===== src/rtl/awg_cmd_ctrl_pkg.sv =====
// Shared constants, types and decode helpers for the AWG command controller.
// Latency: n/a (package only).
// Backpressure: n/a (package only).
package awg_cmd_pkg;

  // ASCII bytes recognised by the command parser
  localparam logic [7:0] CH_W    = 8'h77;
  localparam logic [7:0] CH_F    = 8'h66;
  localparam logic [7:0] CH_A    = 8'h61;
  localparam logic [7:0] CH_P    = 8'h70;
  localparam logic [7:0] CH_R    = 8'h52;
  localparam logic [7:0] CH_SEMI = 8'h3B;
  localparam logic [7:0] CH_CR   = 8'h0D;
  localparam logic [7:0] CH_LF   = 8'h0A;
  localparam logic [7:0] CH_SP   = 8'h20;
  localparam logic [7:0] CH_0    = 8'h30;
  localparam logic [7:0] CH_9    = 8'h39;

  typedef enum logic [1:0] {FLD_WAVE, FLD_FREQ, FLD_AMP, FLD_PHASE} field_e;

  // Decimal accumulator: 17 bits, saturating
  localparam int             ACC_W   = 17;
  localparam logic [ACC_W-1:0] ACC_SAT = 17'h1FFFF;

  localparam logic [ACC_W-1:0] MAX_WAVE  = 17'd4;
  localparam logic [ACC_W-1:0] MAX_FREQ  = 17'd4095;
  localparam logic [ACC_W-1:0] MAX_AMP   = 17'd7;
  localparam logic [ACC_W-1:0] MAX_PHASE = 17'd255;

  typedef struct packed {
    logic [2:0]  wave;
    logic [11:0] freq;
    logic [2:0]  amp;
    logic [7:0]  phase;
  } cfg_t;

  localparam cfg_t CFG_RST = '{wave: 3'd0, freq: 12'd1, amp: 3'd4, phase: 8'd0};

  localparam logic [1:0] ERR_NONE    = 2'd0;
  localparam logic [1:0] ERR_CHAR    = 2'd1;
  localparam logic [1:0] ERR_RANGE   = 2'd2;
  localparam logic [1:0] ERR_TIMEOUT = 2'd3;

  localparam logic [0:0] ST_IDLE = 1'b0;
  localparam logic [0:0] ST_ACC  = 1'b1;

  function automatic logic is_digit(logic [7:0] b);
    return (b >= CH_0) && (b <= CH_9);
  endfunction

  function automatic logic is_header(logic [7:0] b);
    return (b == CH_W) || (b == CH_F) || (b == CH_A) || (b == CH_P);
  endfunction

  function automatic logic is_blank(logic [7:0] b);
    return (b == CH_CR) || (b == CH_LF) || (b == CH_SP);
  endfunction

  function automatic field_e header_field(logic [7:0] b);
    case (b)
      CH_F:    return FLD_FREQ;
      CH_A:    return FLD_AMP;
      CH_P:    return FLD_PHASE;
      default: return FLD_WAVE;
    endcase
  endfunction

  function automatic logic [ACC_W-1:0] field_max(field_e f);
    case (f)
      FLD_WAVE: return MAX_WAVE;
      FLD_FREQ: return MAX_FREQ;
      FLD_AMP:  return MAX_AMP;
      default:  return MAX_PHASE;
    endcase
  endfunction

endpackage


===== src/rtl/awg_cmd_ctrl_if.sv =====
// Byte input, DDS wrap strobe and active configuration of the command controller.
// Latency: n/a (wiring only).
// Backpressure: none; the UART byte strobe is fire-and-forget.
interface awg_cmd_ctrl_if;
  logic [7:0]  cmd;
  logic        rd;
  logic        phase_wrap;
  logic [2:0]  state;
  logic [11:0] state_freq;
  logic [2:0]  state_amp;
  logic [7:0]  state_phase;
  logic        cfg_update;
  logic        err;
  logic [1:0]  err_code;
  logic        busy;

  modport master (
    output cmd, rd, phase_wrap,
    input  state, state_freq, state_amp, state_phase, cfg_update, err, err_code, busy
  );

  modport slave (
    input  cmd, rd, phase_wrap,
    output state, state_freq, state_amp, state_phase, cfg_update, err, err_code, busy
  );
endinterface


===== src/rtl/awg_cmd_ctrl_rd_sync_edge.sv =====
// Brings the asynchronous UART byte strobe into clk and emits a one-cycle pulse per rise.
// Latency: pulse is consumed on the 3rd clk edge after the input rises.
// Backpressure: none; a rise is never held off or queued.
module rd_sync_edge (
  input  logic clk,
  input  logic rst_n,
  input  logic async_in,
  output logic pulse
);
  logic [2:0] sr;

  // Two synchronizer stages plus one delayed copy for edge detection
  always_ff @(posedge clk or negedge rst_n) begin
    if (!rst_n) sr <= '0;
    else        sr <= {sr[1:0], async_in};
  end

  assign pulse = sr[1] & ~sr[2];
endmodule


===== src/rtl/awg_cmd_ctrl.sv =====
// Parses framed UART commands into shadow config and applies it atomically to the DDS.
// Latency: byte effect 3 clk after rd rise; shadows reach outputs at the next phase_wrap.
// Backpressure: none; bytes are consumed as they arrive, bad ones are reported on err.
module awg_cmd_ctrl
  import awg_cmd_pkg::*;
#(
  parameter bit SYNC_APPLY  = 1'b1,
  parameter int TIMEOUT_CYC = 50_000_000,
  parameter int MAX_DIGITS  = 5
) (
  input logic           clk,
  input logic           rst_n,
  awg_cmd_ctrl_if.slave bus
);
  localparam int NDIG_W = $clog2(MAX_DIGITS + 1);
  localparam int TMO_W  = (TIMEOUT_CYC > 1) ? $clog2(TIMEOUT_CYC) : 1;
  localparam int MUL_W  = ACC_W + 4;

  logic              byte_v;
  logic [0:0]        fsm, fsm_nxt;
  field_e            fld, fld_nxt;
  logic [ACC_W-1:0]  acc, acc_nxt;
  logic              ovf, ovf_nxt;
  logic [NDIG_W-1:0] ndig, ndig_nxt;
  logic [TMO_W-1:0]  tmo_cnt;
  logic              tmo_hit;
  logic [MUL_W-1:0]  acc_mul;
  logic              term_bad;
  cfg_t              shd, shd_nxt, act;
  logic              commit, apply, pending, cfg_update;
  logic              err_hit, err;
  logic [1:0]        err_val, err_code;

  rd_sync_edge u_rd_sync (
    .clk      (clk),
    .rst_n    (rst_n),
    .async_in (bus.rd),
    .pulse    (byte_v)
  );

  // Digit values are the low nibble of '0'..'9'
  assign acc_mul  = MUL_W'(acc) * MUL_W'(10) + MUL_W'(bus.cmd[3:0]);
  assign term_bad = (ndig == '0) || ovf || (acc > field_max(fld)) ||
                    ((fld == FLD_FREQ) && (acc == '0));
  assign tmo_hit  = (fsm == ST_ACC) && !byte_v && (tmo_cnt == TMO_W'(TIMEOUT_CYC - 1));
  // A commit in the apply cycle lands one wrap later: apply copies the old shadows
  assign apply    = pending && (bus.phase_wrap || !SYNC_APPLY);

  // Byte decode: next parser state, shadow writes and error reporting
  always_comb begin
    fsm_nxt  = fsm;
    fld_nxt  = fld;
    acc_nxt  = acc;
    ovf_nxt  = ovf;
    ndig_nxt = ndig;
    shd_nxt  = shd;
    commit   = 1'b0;
    err_hit  = 1'b0;
    err_val  = err_code;
    if (byte_v) begin
      if (fsm == ST_IDLE) begin
        if (is_header(bus.cmd)) begin
          fsm_nxt  = ST_ACC;
          fld_nxt  = header_field(bus.cmd);
          acc_nxt  = '0;
          ovf_nxt  = 1'b0;
          ndig_nxt = '0;
        end else if (bus.cmd == CH_R) begin
          shd_nxt = CFG_RST;
          commit  = 1'b1;
        end else if (!is_blank(bus.cmd)) begin
          err_hit = 1'b1;
          err_val = ERR_CHAR;
        end
      end else if (is_digit(bus.cmd)) begin
        if (ndig == NDIG_W'(MAX_DIGITS)) begin
          err_hit = 1'b1;
          err_val = ERR_RANGE;
          fsm_nxt = ST_IDLE;
        end else begin
          if (acc_mul > MUL_W'(ACC_SAT)) begin
            acc_nxt = ACC_SAT;
            ovf_nxt = 1'b1;
          end else begin
            acc_nxt = acc_mul[ACC_W-1:0];
          end
          ndig_nxt = ndig + 1'b1;
        end
      end else if ((bus.cmd == CH_SEMI) || (bus.cmd == CH_CR)) begin
        fsm_nxt = ST_IDLE;
        if (term_bad) begin
          err_hit = 1'b1;
          err_val = ERR_RANGE;
        end else begin
          commit = 1'b1;
          case (fld)
            FLD_WAVE: shd_nxt.wave  = acc[2:0];
            FLD_FREQ: shd_nxt.freq  = acc[11:0];
            FLD_AMP:  shd_nxt.amp   = acc[2:0];
            default:  shd_nxt.phase = acc[7:0];
          endcase
        end
      end else begin
        // Any non-digit, non-terminator aborts; it is not re-parsed as a new header
        err_hit = 1'b1;
        err_val = ERR_CHAR;
        fsm_nxt = ST_IDLE;
      end
    end else if (tmo_hit) begin
      err_hit = 1'b1;
      err_val = ERR_TIMEOUT;
      fsm_nxt = ST_IDLE;
    end
  end

  // Parser registers, shadow config and the error pulse/code
  always_ff @(posedge clk or negedge rst_n) begin
    if (!rst_n) begin
      fsm      <= ST_IDLE;
      fld      <= FLD_WAVE;
      acc      <= '0;
      ovf      <= 1'b0;
      ndig     <= '0;
      shd      <= CFG_RST;
      err      <= 1'b0;
      err_code <= ERR_NONE;
    end else begin
      fsm      <= fsm_nxt;
      fld      <= fld_nxt;
      acc      <= acc_nxt;
      ovf      <= ovf_nxt;
      ndig     <= ndig_nxt;
      shd      <= shd_nxt;
      err      <= err_hit;
      err_code <= err_val;
    end
  end

  // Inter-byte idle counter, only meaningful while a field is being accumulated
  always_ff @(posedge clk or negedge rst_n) begin
    if (!rst_n)                                     tmo_cnt <= '0;
    else if (byte_v || (fsm != ST_ACC) || tmo_hit) tmo_cnt <= '0;
    else                                            tmo_cnt <= tmo_cnt + 1'b1;
  end

  // Atomic apply of all four fields; later commits simply overwrite the shadows
  always_ff @(posedge clk or negedge rst_n) begin
    if (!rst_n) begin
      act        <= CFG_RST;
      pending    <= 1'b0;
      cfg_update <= 1'b0;
    end else begin
      if (apply) act <= shd;
      cfg_update <= apply;
      if (commit)     pending <= 1'b1;
      else if (apply) pending <= 1'b0;
    end
  end

  assign bus.state       = act.wave;
  assign bus.state_freq  = act.freq;
  assign bus.state_amp   = act.amp;
  assign bus.state_phase = act.phase;
  assign bus.cfg_update  = cfg_update;
  assign bus.err         = err;
  assign bus.err_code    = err_code;
  assign bus.busy        = (fsm == ST_ACC);
endmodule

===== src/flat_wrapper.sv =====
// flat-port wrapper written by rule: the top's interface ports become plain ports
module awg_cmd_ctrl_flat import awg_cmd_pkg::*;
#(
  parameter bit SYNC_APPLY  = 1'b1,
  parameter int TIMEOUT_CYC = 50_000_000,
  parameter int MAX_DIGITS  = 5
)
  (clk, rst_n, bus_cmd, bus_rd, bus_phase_wrap, bus_state, bus_state_freq, bus_state_amp, bus_state_phase, bus_cfg_update, bus_err, bus_err_code, bus_busy);
  awg_cmd_ctrl_if bus_i ();
  input logic clk;
  input logic rst_n;
  input wire logic [$bits(bus_i.cmd)-1:0] bus_cmd;
  input wire logic [$bits(bus_i.rd)-1:0] bus_rd;
  input wire logic [$bits(bus_i.phase_wrap)-1:0] bus_phase_wrap;
  output wire logic [$bits(bus_i.state)-1:0] bus_state;
  output wire logic [$bits(bus_i.state_freq)-1:0] bus_state_freq;
  output wire logic [$bits(bus_i.state_amp)-1:0] bus_state_amp;
  output wire logic [$bits(bus_i.state_phase)-1:0] bus_state_phase;
  output wire logic [$bits(bus_i.cfg_update)-1:0] bus_cfg_update;
  output wire logic [$bits(bus_i.err)-1:0] bus_err;
  output wire logic [$bits(bus_i.err_code)-1:0] bus_err_code;
  output wire logic [$bits(bus_i.busy)-1:0] bus_busy;
  assign bus_i.cmd = bus_cmd;
  assign bus_i.rd = bus_rd;
  assign bus_i.phase_wrap = bus_phase_wrap;
  assign bus_state = bus_i.state;
  assign bus_state_freq = bus_i.state_freq;
  assign bus_state_amp = bus_i.state_amp;
  assign bus_state_phase = bus_i.state_phase;
  assign bus_cfg_update = bus_i.cfg_update;
  assign bus_err = bus_i.err;
  assign bus_err_code = bus_i.err_code;
  assign bus_busy = bus_i.busy;
  awg_cmd_ctrl #(.SYNC_APPLY(SYNC_APPLY), .TIMEOUT_CYC(TIMEOUT_CYC), .MAX_DIGITS(MAX_DIGITS)) u_core (.clk(clk), .rst_n(rst_n), .bus(bus_i));
endmodule

===== config.mk =====
export PLATFORM = sky130hd
export DESIGN_NAME = awg_cmd_ctrl_flat
export DESIGN_NICKNAME = d
export VERILOG_FILES = /design/src/rtl/awg_cmd_ctrl_pkg.sv /design/src/rtl/awg_cmd_ctrl_if.sv /design/src/rtl/awg_cmd_ctrl_rd_sync_edge.sv /design/src/rtl/awg_cmd_ctrl.sv /design/src/flat_wrapper.sv
export SDC_FILE = /design/constraint.sdc
export NUM_CORES = 1
export LEC_CHECK = 0
export BUFFER_PORTS_ARGS = -buffer_cell sky130_fd_sc_hd__buf_4
export CORE_MARGIN = 4
export CORE_UTILIZATION = 40
export CTS_CLUSTER_SIZE = 20
export DETAILED_ROUTE_END_ITERATION = 7
export PLACE_DENSITY_LB_ADDON = 0.05
export SYNTH_ARGS = -nofsm -noshare
export SYNTH_HDL_FRONTEND = slang
export SYNTH_SLANG_ARGS = --single-unit

===== constraint.sdc =====
create_clock -name clk -period 4.7 [get_ports clk]
set_input_delay 0.94 -clock clk [delete_from_list [all_inputs] [get_ports clk]]
set_output_delay 0.94 -clock clk [all_outputs]
set_load 0.05 [all_outputs]

==> flow_summary.ini <==
[final_layout]
nNetsFinal = 740
antenna_cells = 0
area_growth_pct = 12.8
stdcell_area_mm2 = 0.00733
drive_above_1_share_pct = 16.7

[synth]
synth_fp_nets = 704
ys_top_cells_by_count = 106 x dfrtp_1, 55 x nor2_1, 48 x ha_1, 39 x a21oi_1, 39 x nand2_1
synth_edf_count = 0
synth_top_area_cell = dfrtp_1
ys_seq_area_share_pct = 42.5
ys_seq_elements = 110
syn_area_per_cell_um2 = 10.1
synth-main-ff-cell = dfrtp_1
async_reset_ff_share_pct = 100
synth_area_leaders = dfrtp_1 41%, ha_1 9.2%, mux2_2 4.2%
yosysTopAreaCellShare_pct = 40.8
yosysUniqueCellTypes = 70
yosysMostFrequentCell = dfrtp_1
postSynthCellCount = 642
syn_area_mm2 = 0.00649
yosysWarnings = 0

[sta]
finalWorstSetupSlack_ns = 0.467
rsz0062_at_grt = false
period_share_pct = 90.1
tightest_slew_ns = 1.20
max_slew_margin_pct = 20.1
drv_slew = 0
setup_viol = 0
hold_viol_final = 0
finClkSkew_ns = 0.0110
fmax_mhz = 236
tns_ns = 0
min_period_ns = 4.23

[cts]
cts_setup_buffers = 0
hold_buffers = 0
cts-htree-levels = 3
clockBufferDepth = 2
insertion_delay_ns = 0.36
clock-root-buffer = clkbuf_16
cts_resized = 0
cts_sinks = 110
cts_made_buffers = 9
clk_pin_slew_worst_paths_ns = 0.08
cts_tree = done

[routing]
ant_nets = 0
wl_met1_um = 7300
wl_met2_um = 6580
wl_per_cell_um = 16.3
routed.top_layer = met5
wl_met3_um = 559
vias = 4938
wl_um = 14700
via_per_inst = 5.49
drc = 0
drt_iter0_markers = 312
drtPass1Iterations = 5

[critical_path]
timing.rr.start = u_core.acc[1]$_DFFE_PN0P_
start_kind = flip-flop
crit_cells = 12
setup.worst_path.class = reg -> reg
cp-startpoint = u_core.acc[1]$_DFFE_PN0P_
crit_fanout = 18
crit_arrival_ns = 4.44
cp.required_ns = 4.91
critical_path.slowest_cell = nor3_4
reg2regPathDepth = 12
slowest_delay_ns = 0.61
cp_cell_sequence = ha_1 -> ha_1 -> inv_1 -> fa_1 -> xnor2_1 -> and4bb_2 -> nand3b_1 -> or4b_4 -> nor3_2 -> a31oi_1 -> nor3_4 -> a31oi_1
critPathBufInv = 1
worst_setup_path_end_kind = flip-flop
crit_family = simple AND/OR/NAND/NOR gates

[global_routing]
grt-ovfl-total = 0
grt_max_degree = 66
grt_pass1_wl_um = 25400
grt_pass1_vias = 4942
grt_use_total_pct = 17.1
antenna_found_initial = 1

[job]
max_cap_violations = 0

[min_path]
worstHoldStart = u_core.u_rd_sync.sr[0]$_DFF_PN0_
hold_depth = 0
hp-class = reg -> reg

[power]
p_leak_nw = 3.42
power_mw = 2.01
power.density_mw_per_mm2 = 274
irDropWorstVdd_mv = 0.178

[place]
dp_slack_ns = 0.521
io_buffers = 42
place_congestion = 0.844
placedInstanceArea_mm2 = 0.00702
dp_hpwl_um = 11000

[floorplanning]
die_h_um = 135
dieArea_mm2 = 0.0183
io_pins = 43
coreArea_mm2 = 0.0159
start_util_pct = 40.9
die_w_um = 135
std_cell_rows = 46

[run_status]
status = finished clean
-- registers in the layout, summed over array words and instances, names as in the netlist --
signal	cells
u_core.bus.err_code	2
u_core.bus.state	3
u_core.acc	17
u_core.fld	2
u_core.bus.state_freq	12
u_core.shd	26
u_core.u_rd_sync.sr	3
u_core.ovf	1
u_core.bus.busy	1
u_core.ndig	3
u_core.bus.state_amp	3
u_core.bus.err	1
u_core.bus.cfg_update	1
u_core.pending	1
u_core.tmo_cnt	26
u_core.bus.state_phase	8
-- cells by family after synthesis --
group                    Yosys count  share of synthesized area (%)
AND/OR/NAND/NOR                  213                           17.6
AO/OA/AOI/OAI                    143                           15.8
flip-flops                       110                           42.5
buffers and inverters             52                           3.20
adder cells (fa/ha/maj)           50                           9.86
XOR/XNOR                          45                           6.18
multiplexers                      29                           4.93
-- layer usage --
layer  global-route usage [%]  vias up
met5                        0        -
met4                     4.54        2
met3                     3.64       17
met2                     26.8       87
met1                     24.2     2410
li1                         -     2422
-- placed cells by master, fill, tap and decap left out, types with 3 or more instances in the layout --
cell	Yosys	final
nor4_1	7	7
nor3_2	3	3
nor2_1	55	54
nand3_1	31	31
or3_1	5	5
o221ai_1	3	3
or2_2	8	8
mux2i_1	5	5
nand2_1	39	39
a32o_1	7	7
nor3_1	8	8
dfstp_2	4	4
nor3_4	3	3
xor2_1	18	18
clkbuf_16	0	9
nand4_1	9	9
inv_1	31	31
nor3b_1	5	5
a211oi_1	4	4
o211ai_1	4	4
nand2b_1	4	4
nor2b_1	10	10
a31oi_1	15	15
mux2_2	24	24
buf_4	0	46
o21ai_0	15	15
and4_1	5	5
ha_1	48	48
a21boi_0	3	3
a21oi_1	39	39
and2_1	4	4
o21a_1	3	3
a22o_1	15	15
a21o_1	6	6
dfrtp_1	106	106
and3_1	5	5
xnor2_1	26	26
-- per-stage QoR --
stage / cells / hold WS, ns / util [%]
finish: 899 / 0.358 / 46.1
detailed placement: 883 / 0.345 / 44.2
floorplan: 642 / 0.331 / -
global route: 899 / 0.369 / 46.1
global placement: 883 / 0.350 / 44.2
CTS: 899 / 0.360 / 46.1
-- worst paths after layout --
| check | end | slack [ns] |
|---|---|---|
| worst max-delay path | u_core.acc[6]$_DFFE_PN0P_ | 0.47 |
| worst min-delay path | u_core.u_rd_sync.sr[1]$_DFF_PN0_ | 0.36 |
| worst max register to register | u_core.acc[6]$_DFFE_PN0P_ | 0.47 |
| worst min register to register | u_core.u_rd_sync.sr[1]$_DFF_PN0_ | 0.36 |
| max in group asynchronous | u_core.shd[1]$_DFFE_PN0P_ | 3.18 |
| min in group asynchronous | u_core.bus.cfg_update$_DFF_PN0_ | 0.66 |
-- power by group --
| part | switching, mW | total, mW | internal (mW) | leakage, nW |
|---|---|---|---|---|
| combinational | 0.148 | 0.238 | 0.0904 | 1.77 |
| sequential | 0.0249 | 0.986 | 0.961 | 1.50 |
| clock | 0.363 | 0.787 | 0.423 | 0.150 |
| total | 0.536 | 2.01 | 1.48 | 3.42 |
-- area by class of cell --
class / count / area [um2]
timing repair buffer: 46 / 345
multi-input combinational: 480 / 3530
sequential: 110 / 2760
tap: 216 / 270
clock buffer: 10 / 229
inverter: 31 / 116
fill: 1553 / 8560
clock inverter: 6 / 76.3
Power figures use the tool's default switching activity.
